--- config.mk ---
export PLATFORM = sky130hd
export DESIGN_NAME = envelope_adsr
export DESIGN_NICKNAME = d
export VERILOG_FILES = /design/src/rtl/envelope_adsr.sv
export SDC_FILE = /design/constraint.sdc
export NUM_CORES = 1
export LEC_CHECK = 0
export BUFFER_PORTS_ARGS = -buffer_cell sky130_fd_sc_hd__buf_2
export CORE_MARGIN = 5
export CORE_UTILIZATION = 45
export CTS_CLUSTER_SIZE = 24
export DETAILED_ROUTE_END_ITERATION = 7
export GPL_TIMING_DRIVEN = 0
export SETUP_SLACK_MARGIN = 0.1
export SYNTH_ARGS = -nofsm -noshare
export SYNTH_HDL_FRONTEND = slang
export SYNTH_SLANG_ARGS = --single-unit
export TNS_END_PERCENT = 10
--- constraint.sdc ---
create_clock -name sample_clock_i -period 7 [get_ports sample_clock_i]
set_clock_uncertainty 0.2 [all_clocks]
set_input_delay 1.4 -clock sample_clock_i [delete_from_list [all_inputs] [get_ports sample_clock_i]]
set_output_delay 1.4 -clock sample_clock_i [all_outputs]
set_load 0.02 [all_outputs]
--- src/rtl/envelope_adsr.sv ---
// Per-voice ADSR amplitude envelope.
// Scales an unsigned, mid-centred oscillator sample about its centre code by a
// gated attack/decay/sustain/release envelope. One step per sample_clock_i edge.
//
// Ports:
//   sample_clock_i   sample-rate clock, rising edge
//   rst_ni           synchronous active-low reset
//   gate_i           note on/off, level-sensitive; rising edge detected internally
//   attack_rate_i    per-sample increment while attacking
//   decay_rate_i     per-sample decrement while decaying
//   sustain_level_i  sustain gain, tracked live while sustaining
//   release_rate_i   per-sample decrement while releasing
//   osc_in_i         unsigned oscillator sample, Center = silence
//   out_o            enveloped sample, unsigned, Center = silence (2-cycle latency)
//   env_level_o      top EnvBits of the envelope accumulator
//   state_o          Idle=0 Attack=1 Decay=2 Sustain=3 Release=4
//   busy_o           state_o != Idle
module envelope_adsr #(
    parameter int unsigned BitDepth = 12,
    parameter int unsigned EnvBits  = 8,
    parameter int unsigned AccBits  = 16
) (
    input  logic                sample_clock_i,
    input  logic                rst_ni,
    input  logic                gate_i,
    input  logic [AccBits-1:0]  attack_rate_i,
    input  logic [AccBits-1:0]  decay_rate_i,
    input  logic [EnvBits-1:0]  sustain_level_i,
    input  logic [AccBits-1:0]  release_rate_i,
    input  logic [BitDepth-1:0] osc_in_i,
    output logic [BitDepth-1:0] out_o,
    output logic [EnvBits-1:0]  env_level_o,
    output logic [2:0]          state_o,
    output logic                busy_o
);

    localparam logic [BitDepth-1:0] Center = BitDepth'((1 << (BitDepth - 1)) - 1);
    localparam logic [AccBits-1:0]  EnvMax = '1;
    localparam int unsigned         ProdW  = BitDepth + EnvBits + 2;

    typedef enum logic [2:0] {
        StIdle    = 3'd0,
        StAttack  = 3'd1,
        StDecay   = 3'd2,
        StSustain = 3'd3,
        StRelease = 3'd4
    } state_e;

    state_e             state_q, state_d;
    logic [AccBits-1:0] env_acc_q, env_acc_d;
    logic               gate_q;

    logic               rise;
    logic [AccBits-1:0] sus_acc;
    logic [AccBits:0]   atk_sum;
    logic [AccBits:0]   dec_lim;

    assign rise    = gate_i & ~gate_q;
    assign sus_acc = {sustain_level_i, {(AccBits - EnvBits){1'b0}}};
    // One extra bit so the attack overshoot and decay limit never wrap.
    assign atk_sum = {1'b0, env_acc_q} + {1'b0, attack_rate_i};
    assign dec_lim = {1'b0, sus_acc} + {1'b0, decay_rate_i};

    always_comb begin
        state_d   = state_q;
        env_acc_d = env_acc_q;
        unique case (state_q)
            StIdle: begin
                env_acc_d = '0;
                if (rise) begin
                    state_d = StAttack;
                end
            end
            StAttack: begin
                // Gate drop wins over the step: release starts from the held level.
                if (!gate_i) begin
                    state_d = StRelease;
                end else if (atk_sum >= {1'b0, EnvMax}) begin
                    env_acc_d = EnvMax;
                    state_d   = StDecay;
                end else begin
                    env_acc_d = atk_sum[AccBits-1:0];
                end
            end
            StDecay: begin
                if (!gate_i) begin
                    state_d = StRelease;
                end else if ({1'b0, env_acc_q} <= dec_lim) begin
                    env_acc_d = sus_acc;
                    state_d   = StSustain;
                end else begin
                    env_acc_d = env_acc_q - decay_rate_i;
                end
            end
            StSustain: begin
                if (!gate_i) begin
                    state_d = StRelease;
                end else begin
                    env_acc_d = sus_acc;
                end
            end
            StRelease: begin
                // Retrigger keeps the current level rather than restarting from zero.
                if (rise) begin
                    state_d = StAttack;
                end else if (env_acc_q <= release_rate_i) begin
                    env_acc_d = '0;
                    state_d   = StIdle;
                end else begin
                    env_acc_d = env_acc_q - release_rate_i;
                end
            end
            default: begin
                state_d   = StIdle;
                env_acc_d = '0;
            end
        endcase
    end

    always_ff @(posedge sample_clock_i) begin
        if (!rst_ni) begin
            state_q   <= StIdle;
            env_acc_q <= '0;
            gate_q    <= 1'b0;
        end else begin
            state_q   <= state_d;
            env_acc_q <= env_acc_d;
            gate_q    <= gate_i;
        end
    end

    assign env_level_o = env_acc_q[AccBits-1 -: EnvBits];
    assign state_o     = state_q;
    assign busy_o      = (state_q != StIdle);

    // Two-stage scaling datapath: register the signed offset and gain, then
    // multiply, floor-shift and re-centre.
    logic signed [BitDepth:0] diff_q, diff_d;
    logic [EnvBits-1:0]       e_q;
    logic signed [ProdW-1:0]  prod;
    logic signed [ProdW-1:0]  scaled;
    logic [BitDepth-1:0]      out_q, out_d;

    assign diff_d = $signed({1'b0, osc_in_i} - {1'b0, Center});
    assign prod   = diff_q * $signed({1'b0, e_q});
    assign scaled = prod >>> EnvBits;
    // |scaled| < Center for any gain, so truncation never wraps.
    assign out_d  = Center + scaled[BitDepth-1:0];

    logic unused_scaled_hi;
    assign unused_scaled_hi = ^scaled[ProdW-1:BitDepth];

    always_ff @(posedge sample_clock_i) begin
        if (!rst_ni) begin
            diff_q <= '0;
            e_q    <= '0;
            out_q  <= Center;
        end else begin
            diff_q <= diff_d;
            e_q    <= env_acc_q[AccBits-1 -: EnvBits];
            out_q  <= out_d;
        end
    end

    assign out_o = out_q;

endmodule

==> key figures, run 1 <==
Run status
  – Status: completed

Timing
  – Final worst path period need: 6217 ps
  – Worst rel slew slack: 48.16%
  – Final Max Tran Viols: 0
  – RSZ-0062 raised after global routing: false
  – Measured slew at the worst slew-check pin: 777.5 ps
  – Setup TNS: 0 ps
  – F_max: 0.1608 GHz
  – Endpoints failing hold: 0
  – Final setup fails: 0
  – Period Utilization, post-route: 88.82%

GRT
  – First-pass GRT wire length: 37,930 um
  – Vias in the first global route: 7,338
  – Initial antenna violation count: 0
  – Largest net degree at the start of global routing: 20
  – All-Layer GR Usage: 21.21%
  – GRT overflow: 0

Clock network
  – Post-CTS Hold Buffers: 0
  – CTS Buf Count: 5
  – Root Driver: clkbuf_16
  – Worst-Skew Late Latency: 300 ps
  – Resize count post-CTS: 0
  – H-tree depth: 2
  – Clk sink count: 53
  – Postcts setup bufs: 0
  – CTS tree: yes
  – Clk pin slew, worst setup/hold paths: 80 ps
  – Max Root-Sink Buffers: 2

Routing
  – First-iteration detailed-routing DRC count: 517
  – DRC viols: 0
  – Post-DRT Antenna Nets: 0
  – Routed wire length: 23,270 um
  – TritonRoute pass-1 iters: 5
  – Routed length per instance: 16.07 um
  – Routed vias/inst: 5.329
  – Routed vias: 7,716

Synth
  – Post-synthesis cell count: 1,081
  – Main synth FF type: dfxtp_1
  – Post-synthesis cell area: 8828 um^2
  – Synth top cells by count: inv_1, ha_1, nand2_1, fa_1, and2_1
  – Avg Inst Size Synth: 8.167 um^2
  – Most common cell in the synthesized netlist: inv_1
  – Seq/Total Area, Yosys: 12.02%
  – Number of synthesized flops with an enable pin: 0
  – Share of synthesized registers carrying an async set or reset: 0%
  – Synth warn: 0
  – Syn nets: 1,334
  – Largest area contributor in the netlist: fa_1
  – #FFs+latches synth: 53
  – Dominant cells by area after synthesis: fa_1, ha_1, dfxtp_1
  – Synth cell types: 78
  – Synth top area share: 18.59%

Worst setup path
  – Reg2Reg Capture Point: out_o[8]$_SDFF_PN1_
  – CP startpoint kind: register
  – Arrival @ worst endpoint: 6200 ps
  – R2r startpoint: e_q[2]$_SDFF_PN0_
  – Worst Reg-to-Reg Cells: 22
  – Endpoint kind of the worst setup timing path: register
  – Slack of the worst reg-to-reg path: 780 ps
  – Worst path required time: 6990 ps
  – Critical path peak fanout: 10
  – Critical path type: register to register

Place
  – Hpwl dp: 19,600 um
  – Post-DP Area: 9630 um^2
  – GPL Wtd Cong: 0.8898
  – Port bufs: 94

Cells and area
  – Post-route cell area: 9784 um^2
  – Register area: 1061 um^2
  – ANT cells: 0
  – Area of the multi-input gates: 6989 um^2
  – Layout fillers: 1,969
  – Final Core Density: 50.44%
  – Layout net count: 1,435
  – Share of layout cells above drive strength 1: 11.50%
  – Layout area overhead: 10.83%

Pwr
  – Max VDD drop: 0.09031 mV
  – Clock power share: 33.4%
  – Pint: 0.5404 mW
  – Net switching power: 0.2700 mW
  – P per Cell Area: 82.83 nW/um^2
  – Switching share of power: 33.31%
  – Combinational share of power: 26.3%
  – Reg power frac: 40.3%
  – Leakage power: 5.085 nW
  – Overall Power: 0.8104 mW

Die
  – Core area: 19,400 um^2
  – Core Rows: 51
  – DIE AREA: 22,520 um^2
  – Initial Util: 45.51%
  – IO Pins: 95
  – Die X: 150.1 um
  – Die Y: 150.1 um

Hold path
  – Hold path startpoint: env_acc_q[0]$_SDFFE_PN0P_
  – Hold Path End: env_acc_q[0]$_SDFFE_PN0P_
  – Hold Path Depth: 2
  – Hold Path Class: register to register

Job
  – MaxCap Viol Count: 0
## state kept, by name, indices dropped and copies added (netlist names)
register	cells
gate_q	1
out_o	12
state_o	3
diff_q	13
e_q	8
env_acc_q	16
## layer usage
metal	vias up	track usage, %	part of all wire (%)
met5	-	0	0
met2	181	31.83	42
met3	23	2.211	5.0
li1	3871	-	-
met4	0	3.339	1.3
met1	3641	33.27	51
## final cells by class
class	instances	share of cell area (%)
multi-input combinational	834	71.43
sequential	53	10.84
inverter	151	5.793
timing repair buffer	94	4.808
tap	265	3.389
buffer	43	2.161
clock buffer	5	1.279
clock inverter	3	0.2941
## power by group through the flow
stage | clock, mW | combinational, mW | sequential, mW
after CTS | 0.280 | 0.213 | 0.327
after floorplan | 0 | 0.141 | 0.331
after global placement | 0 | 0.211 | 0.334
final | 0.270 | 0.213 | 0.327
after global routing | 0.296 | 0.240 | 0.329
after detailed placement | 0 | 0.211 | 0.333
## how the worst max path moves through the flow
stage                       from                   end  slack (ps)  cells past startpoint
3_5_place_dp   e_q[2]$_SDFF_PN0_   out_o[8]$_SDFF_PN1_         810                     22
5_1_grt        e_q[2]$_SDFF_PN0_   out_o[8]$_SDFF_PN1_         350                     22
4_1_cts        e_q[2]$_SDFF_PN0_   out_o[8]$_SDFF_PN1_         780                     22
2_1_floorplan  e_q[0]$_SDFF_PN0_  out_o[11]$_SDFF_PN0_        1610                     20
6_report       e_q[2]$_SDFF_PN0_   out_o[8]$_SDFF_PN1_         780                     22
3_3_place_gp   e_q[2]$_SDFF_PN0_   out_o[8]$_SDFF_PN1_         840                     22
## placed cells by master (no fill, tap or decap), types with 5 or more instances in the layout
| cell type | netlist | layout |
|---|---|---|
| a21boi_0 | 8 | 8 |
| clkbuf_1 | 29 | 29 |
| dfxtp_1 | 53 | 53 |
| and2_1 | 76 | 76 |
| a22oi_1 | 6 | 6 |
| buf_4 | 11 | 11 |
| a21o_1 | 31 | 31 |
| a31oi_1 | 12 | 12 |
| nor4_1 | 6 | 6 |
| xor2_1 | 26 | 26 |
| or3_1 | 12 | 12 |
| o21a_1 | 7 | 7 |
| nor2_1 | 46 | 46 |
| xnor2_1 | 41 | 41 |
| nand4_1 | 14 | 14 |
| clkbuf_16 | 0 | 5 |
| fa_1 | 82 | 82 |
| nand3_1 | 25 | 25 |
| and3_1 | 7 | 7 |
| ha_1 | 100 | 100 |
| and2_2 | 6 | 6 |
| o21ai_0 | 54 | 54 |
| o211ai_1 | 8 | 8 |
| a21oi_1 | 49 | 49 |
| inv_1 | 151 | 151 |
| nor2b_1 | 9 | 9 |
| nand2_1 | 96 | 96 |
| nand2b_1 | 11 | 11 |
| buf_2 | 1 | 95 |
| a221oi_1 | 8 | 8 |
| nor3_1 | 17 | 17 |
| o21bai_1 | 6 | 6 |
## metrics by stage
stage	instances	hold slack (ps)	setup slack [ps]
floorplan	1081	279.9	1614
global placement	1440	319.4	836.9
detailed placement	1440	330.3	811.6
CTS	1448	350.9	777.6
global route	1448	420.7	346.3
finish	1448	346.8	782.9
## kinds of logic (layout without fill, tap and decap cells)
family | count (synthesis) | in the layout | share of synthesized area (%)
AND/OR/NAND/NOR | 348 | 348 | 20.65
AO/OA/AOI/OAI | 232 | 232 | 18.24
buffers and inverters | 194 | 296 | 8.815
adder cells (fa/ha/maj) | 182 | 182 | 32.77
XOR/XNOR | 69 | 69 | 7.157
flip-flops | 53 | 53 | 12.02
multiplexers | 3 | 3 | 0.3543
## worst max-delay path, stage by stage, from the launching register on
cell and delay, ps:
dfxtp_1 390, clkbuf_1 460, nand2_1 160, fa_1 560, inv_1 50, fa_1 500, inv_1 50, fa_1 470
inv_1 60, fa_1 490, ha_1 260, nor3_1 200, o21a_1 310, nor2_1 120, a21oi_1 190, xor2_1 170
ha_1 230, inv_1 100, a2111oi_4 290, nand2b_1 200, o21ai_0 110, nor3b_1 220, mux2_1 350
No activity file was read; power rests on OpenSTA's default activity.
==> run 2, diff against run 1 <==
--- a/config.mk
+++ b/config.mk
@@ -11,6 +11,7 @@
 export CTS_CLUSTER_SIZE = 24
 export DETAILED_ROUTE_END_ITERATION = 7
 export GPL_TIMING_DRIVEN = 0
+export MAX_ROUTING_LAYER = met4
 export SETUP_SLACK_MARGIN = 0.1
 export SYNTH_ARGS = -nofsm -noshare
 export SYNTH_HDL_FRONTEND = slang
==> run 2 against run 1 <==
  * Global-route usage up 1.6 points
  * Highest routed layer unchanged
  * Die area is the same
  * Worst hold slack worse by 9.5 ps
  * Via count grew 0.36%
  * Sequential power about the same
  * Non-clock buffer count unchanged
  * Worst setup slack worse by 38 ps
  * Utilization did not move
  * First-iteration DRC count down 6.6%
  * Sequential cell count unchanged
  * Critical path type unchanged
  * Final area stayed put
==> key figures, run 2 (synthesis results as in run 1) <==
Die
  – Die X: 150.1 um
  – Core area: 19,400 um^2
  – IO Pins: 95
  – Die Y: 150.1 um
  – Core Rows: 51
  – Initial Util: 45.51%
  – DIE AREA: 22,520 um^2

Hold path
  – Hold Path Depth: 2
  – Hold Path Class: register to register

GRT
  – Largest net degree at the start of global routing: 20
  – First-pass GRT wire length: 39,570 um
  – All-Layer GR Usage: 22.77%
  – GRT overflow: 0
  – Initial antenna violation count: 0
  – Vias in the first global route: 7,452

Worst setup path
  – Worst Reg-to-Reg Cells: 22
  – CP startpoint kind: register
  – Worst path required time: 7000 ps
  – Endpoint kind of the worst setup timing path: register
  – Critical path peak fanout: 10
  – Arrival @ worst endpoint: 6250 ps
  – Critical path type: register to register
  – Slack of the worst reg-to-reg path: 750 ps

Timing
  – Endpoints failing hold: 0
  – Final Max Tran Viols: 0
  – Final setup fails: 0
  – Final worst path period need: 6255 ps
  – F_max: 0.1599 GHz
  – Worst rel slew slack: 50.04%
  – Period Utilization, post-route: 89.36%
  – Setup TNS: 0 ps
  – RSZ-0062 raised after global routing: false
  – Min Hold Slack: 337.4 ps
  – Measured slew at the worst slew-check pin: 749.4 ps

Cells and area
  – Layout fillers: 1,992
  – Share of layout cells above drive strength 1: 11.50%
  – ANT cells: 0
  – Layout area overhead: 10.83%
  – Most frequent cells in the layout: inv_1, ha_1, nand2_1
  – Final Core Density: 50.44%
  – Layout net count: 1,435
  – Top reg by flops: env_acc_q
  – Most common cell after layout, fill and taps aside: inv_1
  – Post-route insts no fill: 1,448
  – Max reg flops: 16

Clock network
  – Postcts setup bufs: 0
  – Worst-Skew Late Latency: 310 ps
  – Max Root-Sink Buffers: 2
  – Clk sink count: 53
  – Root Driver: clkbuf_16
  – Clk pin slew, worst setup/hold paths: 80 ps
  – Resize count post-CTS: 0
  – Post-CTS Hold Buffers: 0
  – CTS Buf Count: 5
  – H-tree depth: 2
  – CTS tree: yes

Place
  – Port bufs: 94
  – Hpwl dp: 19,870 um
  – GPL Wtd Cong: 0.8946
  – Post-placement cell count: 1,440

Job
  – MaxCap Viol Count: 0

Routing
  – Routed length per instance: 16.39 um
  – First-iteration detailed-routing DRC count: 483
  – DRC viols: 0
  – Routed vias/inst: 5.348
  – Routed wire length: 23,730 um
  – TritonRoute pass-1 iters: 7
  – Routed vias: 7,744
  – Post-DRT Antenna Nets: 0

Pwr
  – Leakage power: 5.085 nW
  – P per Cell Area: 84.06 nW/um^2
  – Max VDD drop: 0.08556 mV
  – Overall Power: 0.8225 mW

Run status
  – Status: completed
-- run 2: cell counts in the layout (fill, tap and decap cells not counted) --
No cell type changed its count.
-- run 2: stage by stage --
step | area [um^2] | setup slack, ps
6_report | 9784 | 745.1
5_1_grt | 9784 | 233.9
4_1_cts | 9784 | 754.5
3_5_place_dp | 9630 | 788.9
3_3_place_gp | 9630 | 799.9
2_1_floorplan | 8828 | 1614
-- run 2: where the power goes --
part / switching, mW / leakage (nW) / internal [mW]
sequential: 0.0155 / 0.432 / 0.311
clock: 0.144 / 0.0763 / 0.138
combinational: 0.123 / 4.58 / 0.0916
total: 0.282 / 5.08 / 0.541
-- run 2: critical path, cell delays in order (launching register included) --
cell,delay (ps)
dfxtp_1,380
clkbuf_1,490
nand2_1,160
fa_1,560
inv_1,50
fa_1,490
inv_1,50
fa_1,480
inv_1,60
fa_1,500
ha_1,260
nor3_1,190
o21a_1,290
nor2_1,110
a21oi_1,180
xor2_1,160
ha_1,230
inv_1,100
a2111oi_4,290
nand2b_1,210
o21ai_0,120
nor3b_1,230
mux2_1,340
-- run 2: layout make-up --
| cell class | count | area [um^2] | area share, % |
|---|---|---|---|
| inverter | 151 | 566.8 | 5.793 |
| multi-input combinational | 834 | 6989 | 71.43 |
| buffer | 43 | 211.5 | 2.161 |
| clock buffer | 5 | 125.1 | 1.279 |
| clock inverter | 3 | 28.78 | 0.2941 |
| timing repair buffer | 94 | 470.5 | 4.808 |
| tap | 265 | 331.6 | 3.389 |
| sequential | 53 | 1061 | 10.84 |
-- run 2: final timing paths --
path,from,end
worst max register to register,e_q[2]$_SDFF_PN0_,out_o[8]$_SDFF_PN1_
worst max-delay path,e_q[2]$_SDFF_PN0_,out_o[8]$_SDFF_PN1_
worst min-delay path,env_acc_q[0]$_SDFFE_PN0P_,env_acc_q[0]$_SDFFE_PN0P_
worst min register to register,env_acc_q[0]$_SDFFE_PN0P_,env_acc_q[0]$_SDFFE_PN0P_
-- run 2: layer usage --
metal | vias up | global-route usage, % | part of all wire, % | wire length (um)
met5 | - | - | 0 | 0
met4 | 0 | 3.065 | 0.86 | 204
met3 | 15 | 1.938 | 5.1 | 1221
met2 | 203 | 32.80 | 43 | 10170
met1 | 3658 | 35.44 | 51 | 12130
li1 | 3868 | - | - | -
==> run 3, diff against run 2 <==
--- a/config.mk
+++ b/config.mk
@@ -12,6 +12,7 @@
 export DETAILED_ROUTE_END_ITERATION = 7
 export GPL_TIMING_DRIVEN = 0
 export MAX_ROUTING_LAYER = met4
+export PLACE_DENSITY = 0.65
 export SETUP_SLACK_MARGIN = 0.1
 export SYNTH_ARGS = -nofsm -noshare
 export SYNTH_HDL_FRONTEND = slang
==> run 3 against run 2 <==
  * First-iteration DRC count up 2.9%
  * Routed wire length down 3.9%
  * Critical path type unchanged
  * Die area unchanged
  * Sequential cell count unchanged
  * Via count down 0.31%
  * Worst hold slack worse by 2.8 ps
  * Largest cell class unchanged
  * Combinational power about the same
  * Worst setup slack better by 88 ps
  * Critical path depth unchanged
  * Global-route usage down 1.2 points
  * Non-clock buffer count unchanged
  * Critical endpoint unchanged
  * Highest routed layer unchanged
==> key figures, run 3 (synthesis results as in run 1) <==
Hold path
  – Hold path startpoint: env_acc_q[0]$_SDFFE_PN0P_
  – Hold Path End: env_acc_q[0]$_SDFFE_PN0P_
  – Hold Path Depth: 2
  – Hold Path Class: register to register

Timing
  – RSZ-0062 raised after global routing: false
  – Final setup fails: 0
  – Final worst path period need: 6166 ps
  – Setup TNS: 0 ps
  – Final Max Tran Viols: 0
  – Endpoints failing hold: 0
  – F_max: 0.1622 GHz
  – Final WS setup: 833.6 ps
  – Worst rel slew slack: 54.24%
  – Period Utilization, post-route: 88.09%
  – Measured slew at the worst slew-check pin: 686.4 ps

Run status
  – Status: completed

Clock network
  – Max Root-Sink Buffers: 2
  – Root Driver: clkbuf_16
  – Clk sink count: 53
  – Clk pin slew, worst setup/hold paths: 70 ps
  – Worst-Skew Late Latency: 310 ps
  – Post-CTS Hold Buffers: 0
  – Postcts setup bufs: 0
  – H-tree depth: 2
  – CTS tree: yes
  – Resize count post-CTS: 0
  – CTS Buf Count: 5

Pwr
  – Combinational share of power: 26.3%
  – Max VDD drop: 0.07332 mV
  – Pint: 0.5401 mW
  – Leakage power: 5.085 nW
  – Reg power frac: 40.4%
  – Switching share of power: 33.25%
  – P per Cell Area: 82.70 nW/um^2
  – Net switching power: 0.2690 mW
  – Clock power share: 33.4%

GRT
  – All-Layer GR Usage: 21.52%
  – Largest net degree at the start of global routing: 20
  – GRT overflow: 0
  – Vias in the first global route: 7,415
  – First-pass GRT wire length: 37,540 um
  – Initial antenna violation count: 0

Routing
  – Routed vias/inst: 5.331
  – Routed vias: 7,720
  – First-iteration detailed-routing DRC count: 497
  – Routed wire length: 22,810 um
  – DRC viols: 0
  – Post-DRT Antenna Nets: 0
  – TritonRoute pass-1 iters: 5
  – Routed length per instance: 15.75 um

Worst setup path
  – Arrival @ worst endpoint: 6160 ps
  – Max incr delay on CP: 530 ps
  – CP Buf/Inv Count: 5
  – Slack of the worst reg-to-reg path: 830 ps
  – CP startpoint kind: register
  – Endpoint kind of the worst setup timing path: register
  – Largest delay contributor family on the critical path: adder cells
  – Crit path cell chain: clkbuf_1 -> nand2_1 -> fa_1 -> inv_1 -> fa_1 -> inv_1 -> fa_1 -> inv_1 -> fa_1 -> ha_1 -> nor3_1 -> o21a_1 -> nor2_1 -> a21oi_1 -> xor2_1 -> ha_1 -> inv_1 -> a2111oi_4 -> nand2b_1 -> o21ai_0 -> nor3b_1 -> mux2_1
  – Worst Reg-to-Reg Cells: 22
  – Reg2Reg Capture Point: out_o[8]$_SDFF_PN1_
  – Worst path required time: 6990 ps
  – CP max stage cell: fa_1
  – R2r startpoint: e_q[1]$_SDFF_PN0_
  – Critical path type: register to register
  – Critical path peak fanout: 10

Die
  – IO Pins: 95
  – Core area: 19,400 um^2
  – Initial Util: 45.51%
  – Die Y: 150.1 um
  – DIE AREA: 22,520 um^2
  – Die X: 150.1 um
  – Core Rows: 51

Cells and area
  – Max reg flops: 16
  – Top reg by flops: env_acc_q
  – Most frequent cells in the layout: inv_1, ha_1, nand2_1
  – Share of layout cells above drive strength 1: 11.50%
  – ANT cells: 0
  – Layout area overhead: 10.83%
  – Most common cell after layout, fill and taps aside: inv_1
  – Layout net count: 1,435
  – Layout fillers: 1,958

Place
  – GPL Wtd Cong: 0.9273
  – Post-placement setup slack: 867.0 ps
  – Hpwl dp: 19,050 um
  – Port bufs: 94

Job
  – MaxCap Viol Count: 0
run 3: cell counts in the layout (fill, tap and decap cells not counted):
Identical to the previous run, type by type.
run 3: worst max path at each step:
stage                 startpoint                    to  depth (start not counted)
4_1_cts        e_q[1]$_SDFF_PN0_   out_o[8]$_SDFF_PN1_                         22
5_1_grt        e_q[1]$_SDFF_PN0_   out_o[8]$_SDFF_PN1_                         22
3_5_place_dp   e_q[1]$_SDFF_PN0_   out_o[8]$_SDFF_PN1_                         22
3_3_place_gp   e_q[2]$_SDFF_PN0_   out_o[8]$_SDFF_PN1_                         22
2_1_floorplan  e_q[0]$_SDFF_PN0_  out_o[11]$_SDFF_PN0_                         20
6_report       e_q[1]$_SDFF_PN0_   out_o[8]$_SDFF_PN1_                         22
run 3: final cells by class:
class | count | area (um^2) | area share [%]
Tap cell | 265 | 331.6 | 3.389
Timing Repair Buffer | 94 | 470.5 | 4.808
Buffer | 43 | 211.5 | 2.161
Inverter | 151 | 566.8 | 5.793
Clock buffer | 5 | 125.1 | 1.279
Clock inverter | 3 | 28.78 | 0.2941
Sequential cell | 53 | 1061 | 10.84
Multi-Input combinational cell | 834 | 6989 | 71.43
run 3: worst min-delay path, stage by stage (launching register included):
cell and delay [ps]:
dfxtp_1 360, a21oi_1 70, o211ai_1 60
run 3: routing by layer:
| metal | global-route usage [%] | part of all wire, % |
|---|---|---|
| met4 | 4.803 | 1.5 |
| met3 | 2.120 | 4.1 |
| met1 | 30.58 | 50 |
| met2 | 33.34 | 45 |
| met5 | - | 0 |
run 3: stage by stage:
step                      instance area [um^2]  power (mW)  cells  util [%]  hold slack, ps
after floorplan                           8828      0.4713   1081         -           279.9
after global placement                    9630      0.5422   1440     49.65           319.1
after detailed placement                  9630      0.5433   1440     49.65           321.2
after CTS                                 9784      0.8189   1448     50.44           343.5
after global routing                      9784      0.8595   1448     50.44           368.6
final                                     9784      0.8092   1448     50.44           334.5
run 3: power groups by stage:
| stage | clock network, mW | logic, mW | registers [mW] |
|---|---|---|---|
| after CTS | 0.281 | 0.212 | 0.326 |
| after global placement | 0 | 0.209 | 0.333 |
| final | 0.270 | 0.213 | 0.327 |
| after floorplan | 0 | 0.141 | 0.331 |
| after global routing | 0.293 | 0.238 | 0.328 |
| after detailed placement | 0 | 0.210 | 0.333 |
